[src/rtl/frame_bank_ctrl.sv]
// Ping-pong frame bank controller: steers packer byte writes into one of two
// banks and streams the most recent complete frame to the UART TX on request.
module frame_bank_ctrl #(
  parameter int DEPTH = 5100,
  parameter int AW    = $clog2(DEPTH)
) (
  input  logic          clk,
  input  logic          reset,
  input  logic          wr_we,
  input  logic [AW-1:0] wr_addr,
  input  logic [7:0]    wr_data,
  input  logic          frame_tick,
  input  logic          send_req,
  output logic          mem0_we,
  output logic          mem1_we,
  output logic [AW-1:0] mem_waddr,
  output logic [7:0]    mem_wdata,
  output logic [AW-1:0] mem_raddr,
  input  logic [7:0]    mem0_rdata,
  input  logic [7:0]    mem1_rdata,
  output logic          tx_start,
  output logic [7:0]    tx_data,
  input  logic          tx_busy,
  input  logic          tx_done,
  output logic          frame_valid,
  output logic          sending,
  output logic          send_done,
  output logic [7:0]    drop_cnt
);

  typedef enum logic [2:0] {
    S_IDLE,
    S_RD_ADDR,
    S_RD_WAIT,
    S_TX_START,
    S_TX_WAIT,
    S_DONE
  } state_t;

  state_t        state_q, state_d;
  logic          wr_bank_q, wr_bank_d;
  logic          rd_bank_q, rd_bank_d;
  logic [AW-1:0] rd_addr_q, rd_addr_d;
  logic [7:0]    tx_data_q, tx_data_d;
  logic          frame_valid_q, frame_valid_d;
  logic          req_pending_q, req_pending_d;
  logic [7:0]    drop_cnt_q, drop_cnt_d;

  logic idle;
  logic last_byte;

  assign idle      = (state_q == S_IDLE);
  assign last_byte = (rd_addr_q == AW'(DEPTH - 1));

  assign mem0_we   = wr_we & ~wr_bank_q;
  assign mem1_we   = wr_we &  wr_bank_q;
  assign mem_waddr = wr_addr;
  assign mem_wdata = wr_data;
  assign mem_raddr = rd_addr_q;

  // tx_start must fire in the same cycle tx_busy is seen low, so it is decoded
  // straight from the state register rather than delayed a cycle.
  assign tx_start    = (state_q == S_TX_START) & ~tx_busy;
  assign tx_data     = tx_data_q;
  assign frame_valid = frame_valid_q;
  assign sending     = ~idle;
  assign send_done   = (state_q == S_DONE);
  assign drop_cnt    = drop_cnt_q;

  always_comb begin
    state_d       = state_q;
    wr_bank_d     = wr_bank_q;
    rd_bank_d     = rd_bank_q;
    rd_addr_d     = rd_addr_q;
    tx_data_d     = tx_data_q;
    frame_valid_d = frame_valid_q;
    req_pending_d = req_pending_q;
    drop_cnt_d    = drop_cnt_q;

    // A finished frame is only handed over while the reader is parked;
    // otherwise the writer keeps its bank and the frame is lost.
    if (frame_tick) begin
      if (idle) begin
        wr_bank_d     = ~wr_bank_q;
        frame_valid_d = 1'b1;
      end else if (drop_cnt_q != 8'hFF) begin
        drop_cnt_d = drop_cnt_q + 8'd1;
      end
    end

    if (send_req && idle) begin
      req_pending_d = 1'b1;
    end

    case (state_q)
      S_IDLE: begin
        if (req_pending_q && frame_valid_q && !frame_tick) begin
          state_d       = S_RD_ADDR;
          rd_bank_d     = ~wr_bank_q;
          rd_addr_d     = '0;
          req_pending_d = 1'b0;
        end
      end
      S_RD_ADDR: state_d = S_RD_WAIT;
      S_RD_WAIT: begin
        tx_data_d = rd_bank_q ? mem1_rdata : mem0_rdata;
        state_d   = S_TX_START;
      end
      S_TX_START: begin
        if (!tx_busy) begin
          state_d = S_TX_WAIT;
        end
      end
      S_TX_WAIT: begin
        if (tx_done) begin
          if (last_byte) begin
            state_d = S_DONE;
          end else begin
            rd_addr_d = rd_addr_q + AW'(1);
            state_d   = S_RD_ADDR;
          end
        end
      end
      S_DONE: begin
        // A frame_tick here is a drop, so nothing can set frame_valid this cycle.
        frame_valid_d = 1'b0;
        state_d       = S_IDLE;
      end
      default: state_d = S_IDLE;
    endcase
  end

  always_ff @(posedge clk) begin
    if (reset) begin
      state_q       <= S_IDLE;
      wr_bank_q     <= 1'b0;
      rd_bank_q     <= 1'b0;
      rd_addr_q     <= '0;
      tx_data_q     <= '0;
      frame_valid_q <= 1'b0;
      req_pending_q <= 1'b0;
      drop_cnt_q    <= '0;
    end else begin
      state_q       <= state_d;
      wr_bank_q     <= wr_bank_d;
      rd_bank_q     <= rd_bank_d;
      rd_addr_q     <= rd_addr_d;
      tx_data_q     <= tx_data_d;
      frame_valid_q <= frame_valid_d;
      req_pending_q <= req_pending_d;
      drop_cnt_q    <= drop_cnt_d;
    end
  end

endmodule

[config.mk]
export PLATFORM = sky130hd
export DESIGN_NAME = frame_bank_ctrl
export DESIGN_NICKNAME = d
export VERILOG_FILES = /design/src/rtl/frame_bank_ctrl.sv
export SDC_FILE = /design/constraint.sdc
export NUM_CORES = 1
export LEC_CHECK = 0
export CAP_MARGIN = 20
export CORE_ASPECT_RATIO = 1.2
export CORE_UTILIZATION = 38
export CTS_CLUSTER_DIAMETER = 80
export DETAILED_ROUTE_END_ITERATION = 7
export GPL_TIMING_DRIVEN = 0
export PLACE_DENSITY = 0.81
export SYNTH_ARGS = -nofsm -noshare
export SYNTH_HDL_FRONTEND = slang
export SYNTH_SLANG_ARGS = --single-unit
[constraint.sdc]
create_clock -name clk -period 1.8 [get_ports clk]
set_input_delay 0.54 -clock clk [delete_from_list [all_inputs] [get_ports clk]]
set_output_delay 0.54 -clock clk [all_outputs]
set_load 0.05 [all_outputs]
==> impl_results.md, run 1 <==
* Area of the multi-input gates at 0.00134 mm^2
* Clock insertion delay at the later pin of the skew report at 300 ps
* GP Congestion at 0.902
* CP Data Arrival Time at 2130 ps
* DR vias at 2447
* CTS clk-pin slew, worst paths at 80 ps
* Via/cell ratio at 5.87
* RSZ-0062 raised after global routing: yes
* Clock share of power at 0.246
* Final WL at 7100 um
* Bufs on Longest Clock Path at 2
* Antenna Nets Post-Route at 0
* P per Cell Area at 767 mW/mm^2
* Slowest stage delay, CP at 550 ps
* Ys async rst share at 0
* Post-Synth XOR/XNOR Area at 0.0120
* Mapped Area at 0.00219 mm^2
* Row count at 29
* Switching Fraction at 0.394
* Switching power at 0.00108 W
* Setup Viol. Count Final at 14
* Part of the power in registers at 0.335
* Fin util at 0.658
* GRT Total Usage at 0.224
* Fmax at 527 MHz
* Area share of and/or/nand/nor cells after synthesis at 0.237
* Io pins at 100
* Sequential element share of the synthesized area at 0.330
* Fin crit share at 1.05
* Final Skew at 5.19 ps
* IO buf count at 77
* TritonCTS clock tree: done
* Pint at 0.00165 W
* Fin. Hold Viols at 0
* Pin count of the biggest net entering global routing at 12
* Worst Max-Slew Pin Slew at 608 ps
* Post-synth EDFFs at 0
* Slew headroom at 0.594
* Max Cap Viol at 0
* Core area at 0.00541 mm^2
* First-pass GRT wire length at 10700 um
* Largest family of logic cells by synthesized area: simple AND/OR/NAND/NOR gates
* Startpoint Class: flip-flop
* Max-slew violation count at 0
* Die Span X at 71.3 um
* CTS Sinks at 36
* Crit path max fanout at 5
* Status: complete, but fails checks
* H-tree Lvls at 2
* CP required at 2040 ps
* YS warnings at 0
* CTS Buf Count at 5
* Initial Util at 0.405
* # DRC at 4
* Yosys reg bits at 36
* Critical Path Most Common Cell: buf_8
* Hpwl dp at 4280 um
* Diodes inserted at 0
* Area growth from synthesis to layout at 62.6%
* Root Buffer: clkbuf_8
* Synth Area in Adders at 0.0114
* Vias in the first global route at 2232
* Max stage delay cell, worst path: or4_4
* Final min period at 1900 ps
* Share of cells above drive strength 1 at 0.366
* Sequential Area at 771 um^2
* Total Nets Final at 400
* Fill cell count at 420
* Syn_area_per_cell at 8.89 um^2
* Peak VDD IR at 0.000414 V
* Top_reg_cell synth: dfxtp_1
* Setup CP Type: reg2reg
* Post-synthesis mux area share at 0.0503
* GRT overflow at 0
* Die Footprint at 0.00606 mm^2
* Synth unique cells at 57
* Syn Nets at 292
* Hold Path Class: reg2reg
* Die Ht at 85.1 um
* Setup TNS at -712 ps
* Failing checks: design-rule violations, negative setup slack
* Final worst slack at -96.9 ps
* Routed len/inst at 17.0 um
* Post-Synthesis Cells at 246
* Combinational cell fraction of total power at 0.419
* Drt first pass iters at 6
* CP Capture Type: flip-flop
* Leak Pwr at 1.45 nW
* Crit-path cells: buf_8, buf_6, nand4b_1, or4_4, buf_8, o211ai_1, a32o_2
* Initial antenna violation count at 0
* Iter 0 DRT Violations at 133
* Compound-cell area share of the yosys netlist at 0.227
[worst max-delay path, delay by kind of cell, from the launching register on]
family | cells | cell delay, ps
and+or+nand+nor | 2 | 720
buffers and inverters | 3 | 390
AOI/OAI and AO/OA | 2 | 380
DFF | 1 | 340
[timing repair]
action / in CTS / in global routing
setup endpoints to repair: 72 / 33
setup buffers: 15 / 10
hold buffers: 0 / 0
gates cloned: 1 / 1
gates resized for setup: 118 / 36
pin swaps: 14 / 11
[path summary, 6_finish.rpt]
path | depth (start not counted) | start | slack [ps] | endpoint
setup reg to reg | 7 | mem_raddr[2] | -100 | mem_raddr[7]
hold / removal | 2 | drop_cnt[6] | 500 | drop_cnt[6]
hold reg to reg | 2 | drop_cnt[6] | 500 | drop_cnt[6]
setup / recovery | 7 | mem_raddr[2] | -100 | mem_raddr[7]
[kinds of logic after synthesis]
kind of cell	Yosys count
AND/OR/NAND/NOR	83
AO/OA/AOI/OAI	62
buffers and inverters	49
flip-flops	36
multiplexers	11
XOR/XNOR	3
adder cells (fa/ha/maj)	2
[power groups by stage]
| stage | sequential (W) | clock (W) | combinational [W] |
|---|---|---|---|
| global route | 0.000921 | 0.000705 | 0.00120 |
| global placement | 0.000913 | 0 | 0.000974 |
| CTS | 0.000906 | 0.000665 | 0.00110 |
| finish | 0.000913 | 0.000671 | 0.00114 |
| detailed placement | 0.000916 | 0 | 0.000991 |
| floorplan | 0.00106 | 0 | 0.000540 |
[metal layers]
layer / up-vias / share of wire / track usage
met5: - / 0 / 0
li1: 1128 / - / -
met2: 139 / 0.52 / 0.390
met3: 24 / 0.069 / 0.0428
met1: 1156 / 0.37 / 0.250
met4: 0 / 0.039 / 0.136
[cell usage after synthesis (7+ instances only)]
| master | number | area [um^2] |
|---|---|---|
| dfxtp_1 | 36 | 721 |
| buf_4 | 24 | 180 |
| nor2_1 | 18 | 67.6 |
| a21oi_1 | 12 | 60.1 |
| nand2_1 | 12 | 45.0 |
| clkbuf_1 | 11 | 41.3 |
| inv_1 | 11 | 41.3 |
| mux2i_1 | 11 | 110 |
| a211oi_1 | 10 | 75.1 |
| nor3_1 | 8 | 40.0 |
| nor4_1 | 7 | 43.8 |
| o31ai_1 | 7 | 52.6 |
[cells in the final DEF (no fill, tap or decap), types with 11 or more instances in the layout]
master | netlist | routed
inv_1 | 11 | 11
nand2_1 | 12 | 11
dlygate4sd2_1 | 0 | 43
nor2_1 | 18 | 18
dfxtp_2 | 0 | 13
buf_4 | 24 | 43
mux2i_1 | 11 | 11
clkdlybuf4s50_1 | 0 | 17
dfxtp_1 | 36 | 14
a21oi_1 | 12 | 12
[through the flow]
step           total power, W  cells  cell area [um^2]  worst slack [ps]  hold WS [ps]
2_1_floorplan         0.00160    246              2290             -30.4           515
6_report              0.00273    417              3560             -96.9           497
4_1_cts               0.00267    409              3440             -61.4           498
3_5_place_dp          0.00191    385              3140              -800           488
3_3_place_gp          0.00189    385              3140              -788           481
5_1_grt               0.00283    417              3560              -154           532
[cell type report]
| class | instances | share of cell area |
|---|---|---|
| well taps | 62 | 0.0218 |
| repair buffers | 103 | 0.265 |
| inverters | 11 | 0.0116 |
| clock buffers | 7 | 0.0274 |
| multi-input cells | 162 | 0.376 |
| clock inverters | 1 | 0.00141 |
| plain buffers | 35 | 0.0795 |
| flip-flops and latches | 36 | 0.217 |
[sequential cells by signal, summed over array words and instances, names as in the netlist]
| register | cells |
|---|---|
| frame_valid | 1 |
| req_pending_q | 1 |
| rd_bank_q | 1 |
| drop_cnt | 8 |
| wr_bank_q | 1 |
| mem_raddr | 13 |
| tx_data | 8 |
| state_q | 3 |
Note: power is estimated with default switching activity, not from simulation.
==> run 2: changes to the inputs <==
--- a/config.mk
+++ b/config.mk
@@ -6,7 +6,6 @@
 export NUM_CORES = 1
 export LEC_CHECK = 0
 export CAP_MARGIN = 20
-export CORE_ASPECT_RATIO = 1.2
 export CORE_UTILIZATION = 38
 export CTS_CLUSTER_DIAMETER = 80
 export DETAILED_ROUTE_END_ITERATION = 7
==> impl_results.md, run 2 (synthesis results as in run 1) <==
* GRT Total Usage at 0.235 (was 0.224)
* Part of the power in registers at 0.336 (was 0.335)
* Via/cell ratio at 5.79 (was 5.87)
* Switching power at 0.00111 W (was 0.00108 W)
* Total Nets Final at 404 (was 400)
* Vias in the first global route at 2297 (was 2232)
* Hpwl dp at 4290 um (was 4280 um)
* Hold Path Class: reg2reg (unchanged)
* Fin crit share at 1.07 (was 1.05)
* CTS clk-pin slew, worst paths at 90 ps (was 80 ps)
* Max stage delay cell, worst path: a2111o_1 (was or4_4)
* IO buf count at 77 (unchanged)
* Die Footprint at 0.00606 mm^2 (about the same)
* Clock share of power at 0.223 (was 0.246)
* Fmax at 521 MHz (was 527 MHz)
* Iter 0 DRT Violations at 156 (was 133)
* CTS Sinks at 36 (unchanged)
* Worst Hold End: tx_data[5] (was drop_cnt[6])
* H-tree Lvls at 2 (unchanged)
* Setup CP Type: reg2reg (unchanged)
* Peak VDD IR at 0.000423 V (was 0.000414 V)
* Max-slew violation count at 0 (unchanged)
* Tot Pwr at 0.00273 W (about the same)
* CP bufs+invs at 3 (unchanged)
* Setup Viol. Count Final at 13 (was 14)
* CP required at 1990 ps (was 2040 ps)
* Worst Max-Slew Pin Slew at 731 ps (was 608 ps)
* Die Span X at 77.9 um (was 71.3 um)
* Initial Util at 0.395 (was 0.405)
* Delay-heaviest family, CP: compound AO/OA/AOI/OAI gates (was simple AND/OR/NAND/NOR gates)
* RSZ-0062 raised after global routing: yes (unchanged)
* Critical R2R Launch: state_q[0] (was mem_raddr[2])
* Critical Path Most Common Cell: buf_4 (was buf_8)
* GRT overflow at 0 (unchanged)
* Reg2Reg Depth at 6 (was 7)
* Post-CTS Hold Buffers at 0 (unchanged)
* Antenna Nets Post-Route at 0 (unchanged)
* Routed len/inst at 16.9 um (was 17.0 um)
* CP Capture Type: flip-flop (unchanged)
* GP Congestion at 0.846 (was 0.902)
* Final worst slack at -121 ps (was -96.9 ps)
* Final WL at 7290 um (was 7100 um)
* Clock insertion delay at the later pin of the skew report at 300 ps (about the same)
* R2R Setup Slk at -120 ps (was -100 ps)
* Share of cells above drive strength 1 at 0.368 (was 0.366)
* Initial antenna violation count at 0 (unchanged)
* Pin count of the biggest net entering global routing at 13 (was 12)
* Slowest stage delay, CP at 440 ps (was 550 ps)
* Bufs on Longest Clock Path at 2 (unchanged)
* Failing checks: negative setup slack (was design-rule violations, negative setup slack)
* Die Ht at 77.9 um (was 85.1 um)
* Core area at 0.00554 mm^2 (was 0.00541 mm^2)
* Drt first pass iters at 5 (was 6)
* First-pass GRT wire length at 11200 um (was 10700 um)
* Pint at 0.00162 W (was 0.00165 W)
* CP Data Arrival Time at 2110 ps (was 2130 ps)
* Diodes inserted at 0 (unchanged)
* P per Cell Area at 771 mW/mm^2 (was 767 mW/mm^2)
* Leak Pwr at 1.47 nW (was 1.45 nW)
* DR vias at 2494 (was 2447)
* Crit-path cells: buf_6, buf_4, a2111o_1, buf_4, a211o_1, a32o_1 (was buf_8, buf_6, nand4b_1, or4_4, buf_8, o211ai_1, a32o_2)
* CP startpoint: state_q[0] (was mem_raddr[2])
* Root Buffer: clkbuf_8 (unchanged)
* Worst hold stages at 2 (unchanged)
* CTS Buf Count at 5 (unchanged)
* Switching Fraction at 0.407 (was 0.394)
* Final min period at 1920 ps (was 1900 ps)
* Commonest non-fill, non-tap cell in the layout: buf_4
* Crit path max fanout at 6 (was 5)
* Max Cap Viol at 0 (unchanged)
* Combinational cell fraction of total power at 0.441 (was 0.419)
* Slew headroom at 0.513 (was 0.594)
* TritonCTS clock tree: done (unchanged)
* Max reg flops at 13 (unchanged)
* # DRC at 0 (was 4)
* Final Skew at 10.4 ps (was 5.19 ps)
* Worst r2r dst: mem_raddr[4] (was mem_raddr[7])
* Area growth from synthesis to layout at 61.7% (was 62.6%)
* Startpoint Class: flip-flop (unchanged)
* Row count at 27 (was 29)
* Fin. Hold Viols at 0 (unchanged)
* Io pins at 100 (unchanged)
* HP Start: tx_data[5] (was drop_cnt[6])
* Final hold slack at 495 ps (was 497 ps)
* Most frequent cells in the layout: buf_4, dlygate4sd2_1, nor2_1 (unchanged)
* Fill cell count at 471 (was 420)
* Status: complete, but fails checks (unchanged)
[run 2: cell count changes in the layout (fill, tap and decap cells not counted), sizes merged]
cell,previous run,this run
buf,58,65
clkbuf,20,16
clkdlybuf4s18,1,0
clkinv,1,3
[run 2: metrics by stage]
step,worst slack (ps),TNS (ps),area (um^2),std cells,util
2_1_floorplan,-30.4,-42.4,2290,246,-
6_report,-121,-492,3540,431,0.638
5_1_grt,-151,-1920,3540,431,0.638
3_5_place_dp,-804,-18010,3150,395,0.569
3_3_place_gp,-807,-17500,3150,395,0.569
4_1_cts,-90.5,-681,3380,415,0.611
[run 2: worst reg2reg max path, cell delays in order (launching register included)]
cell,delay (ps)
dfxtp_4,370
buf_6,130
buf_4,160
a2111o_1,440
buf_4,180
a211o_1,290
a32o_1,230
[run 2: what timing repair did]
item                       in CTS  in global routing
pin swaps                      20                 13
setup endpoints to repair      72                 34
resized for setup             120                 32
gates cloned                    1                  1
setup buffers                  12                 17
[run 2: worst max path at each step]
| stage | endpoint | slack [ps] | cells after the start |
|---|---|---|---|
| floorplan | mem_raddr[0] | -30 | 4 |
| global placement | tx_start | -810 | 3 |
| detailed placement | tx_start | -800 | 3 |
| CTS | mem_raddr[8] | -90 | 5 |
| global route | mem_raddr[4] | -150 | 7 |
| finish | mem_raddr[4] | -120 | 6 |
[run 2: layer usage]
layer	track usage	vias up	share of wire
met4	0.0962	0	0.031
met3	0.0494	35	0.087
met1	0.275	1168	0.38
met5	0	-	0
li1	-	1136	-
met2	0.412	155	0.50
[run 2: power by group through the flow]
stage / logic (W) / clock network (W) / registers (W)
floorplan: 0.000540 / 0 / 0.00106
global placement: 0.000974 / 0 / 0.000915
detailed placement: 0.000992 / 0 / 0.000918
CTS: 0.00105 / 0.000591 / 0.000910
global route: 0.00126 / 0.000654 / 0.000924
finish: 0.00120 / 0.000607 / 0.000916
[run 2: cell type report]
class                           count  area [um^2]  area share
Clock buffer                        5         68.8      0.0195
Buffer                             35          283      0.0800
Multi-Input combinational cell    162         1310       0.370
Clock inverter                      3         18.8     0.00531
Inverter                           11         41.3      0.0117
Sequential cell                    36          771       0.218
Tap cell                           72         90.1      0.0255
Timing Repair Buffer              107          955       0.270
==> run 3: changes to the inputs <==
--- a/config.mk
+++ b/config.mk
@@ -7,6 +7,7 @@
 export LEC_CHECK = 0
 export CAP_MARGIN = 20
 export CORE_UTILIZATION = 38
+export CTS_BUF_LIST = sky130_fd_sc_hd__clkbuf_4 sky130_fd_sc_hd__clkbuf_8 sky130_fd_sc_hd__clkbuf_16
 export CTS_CLUSTER_DIAMETER = 80
 export DETAILED_ROUTE_END_ITERATION = 7
 export GPL_TIMING_DRIVEN = 0
==> results of run 3 <==
Final layout, timing and power as in run 2 (identical DEF).
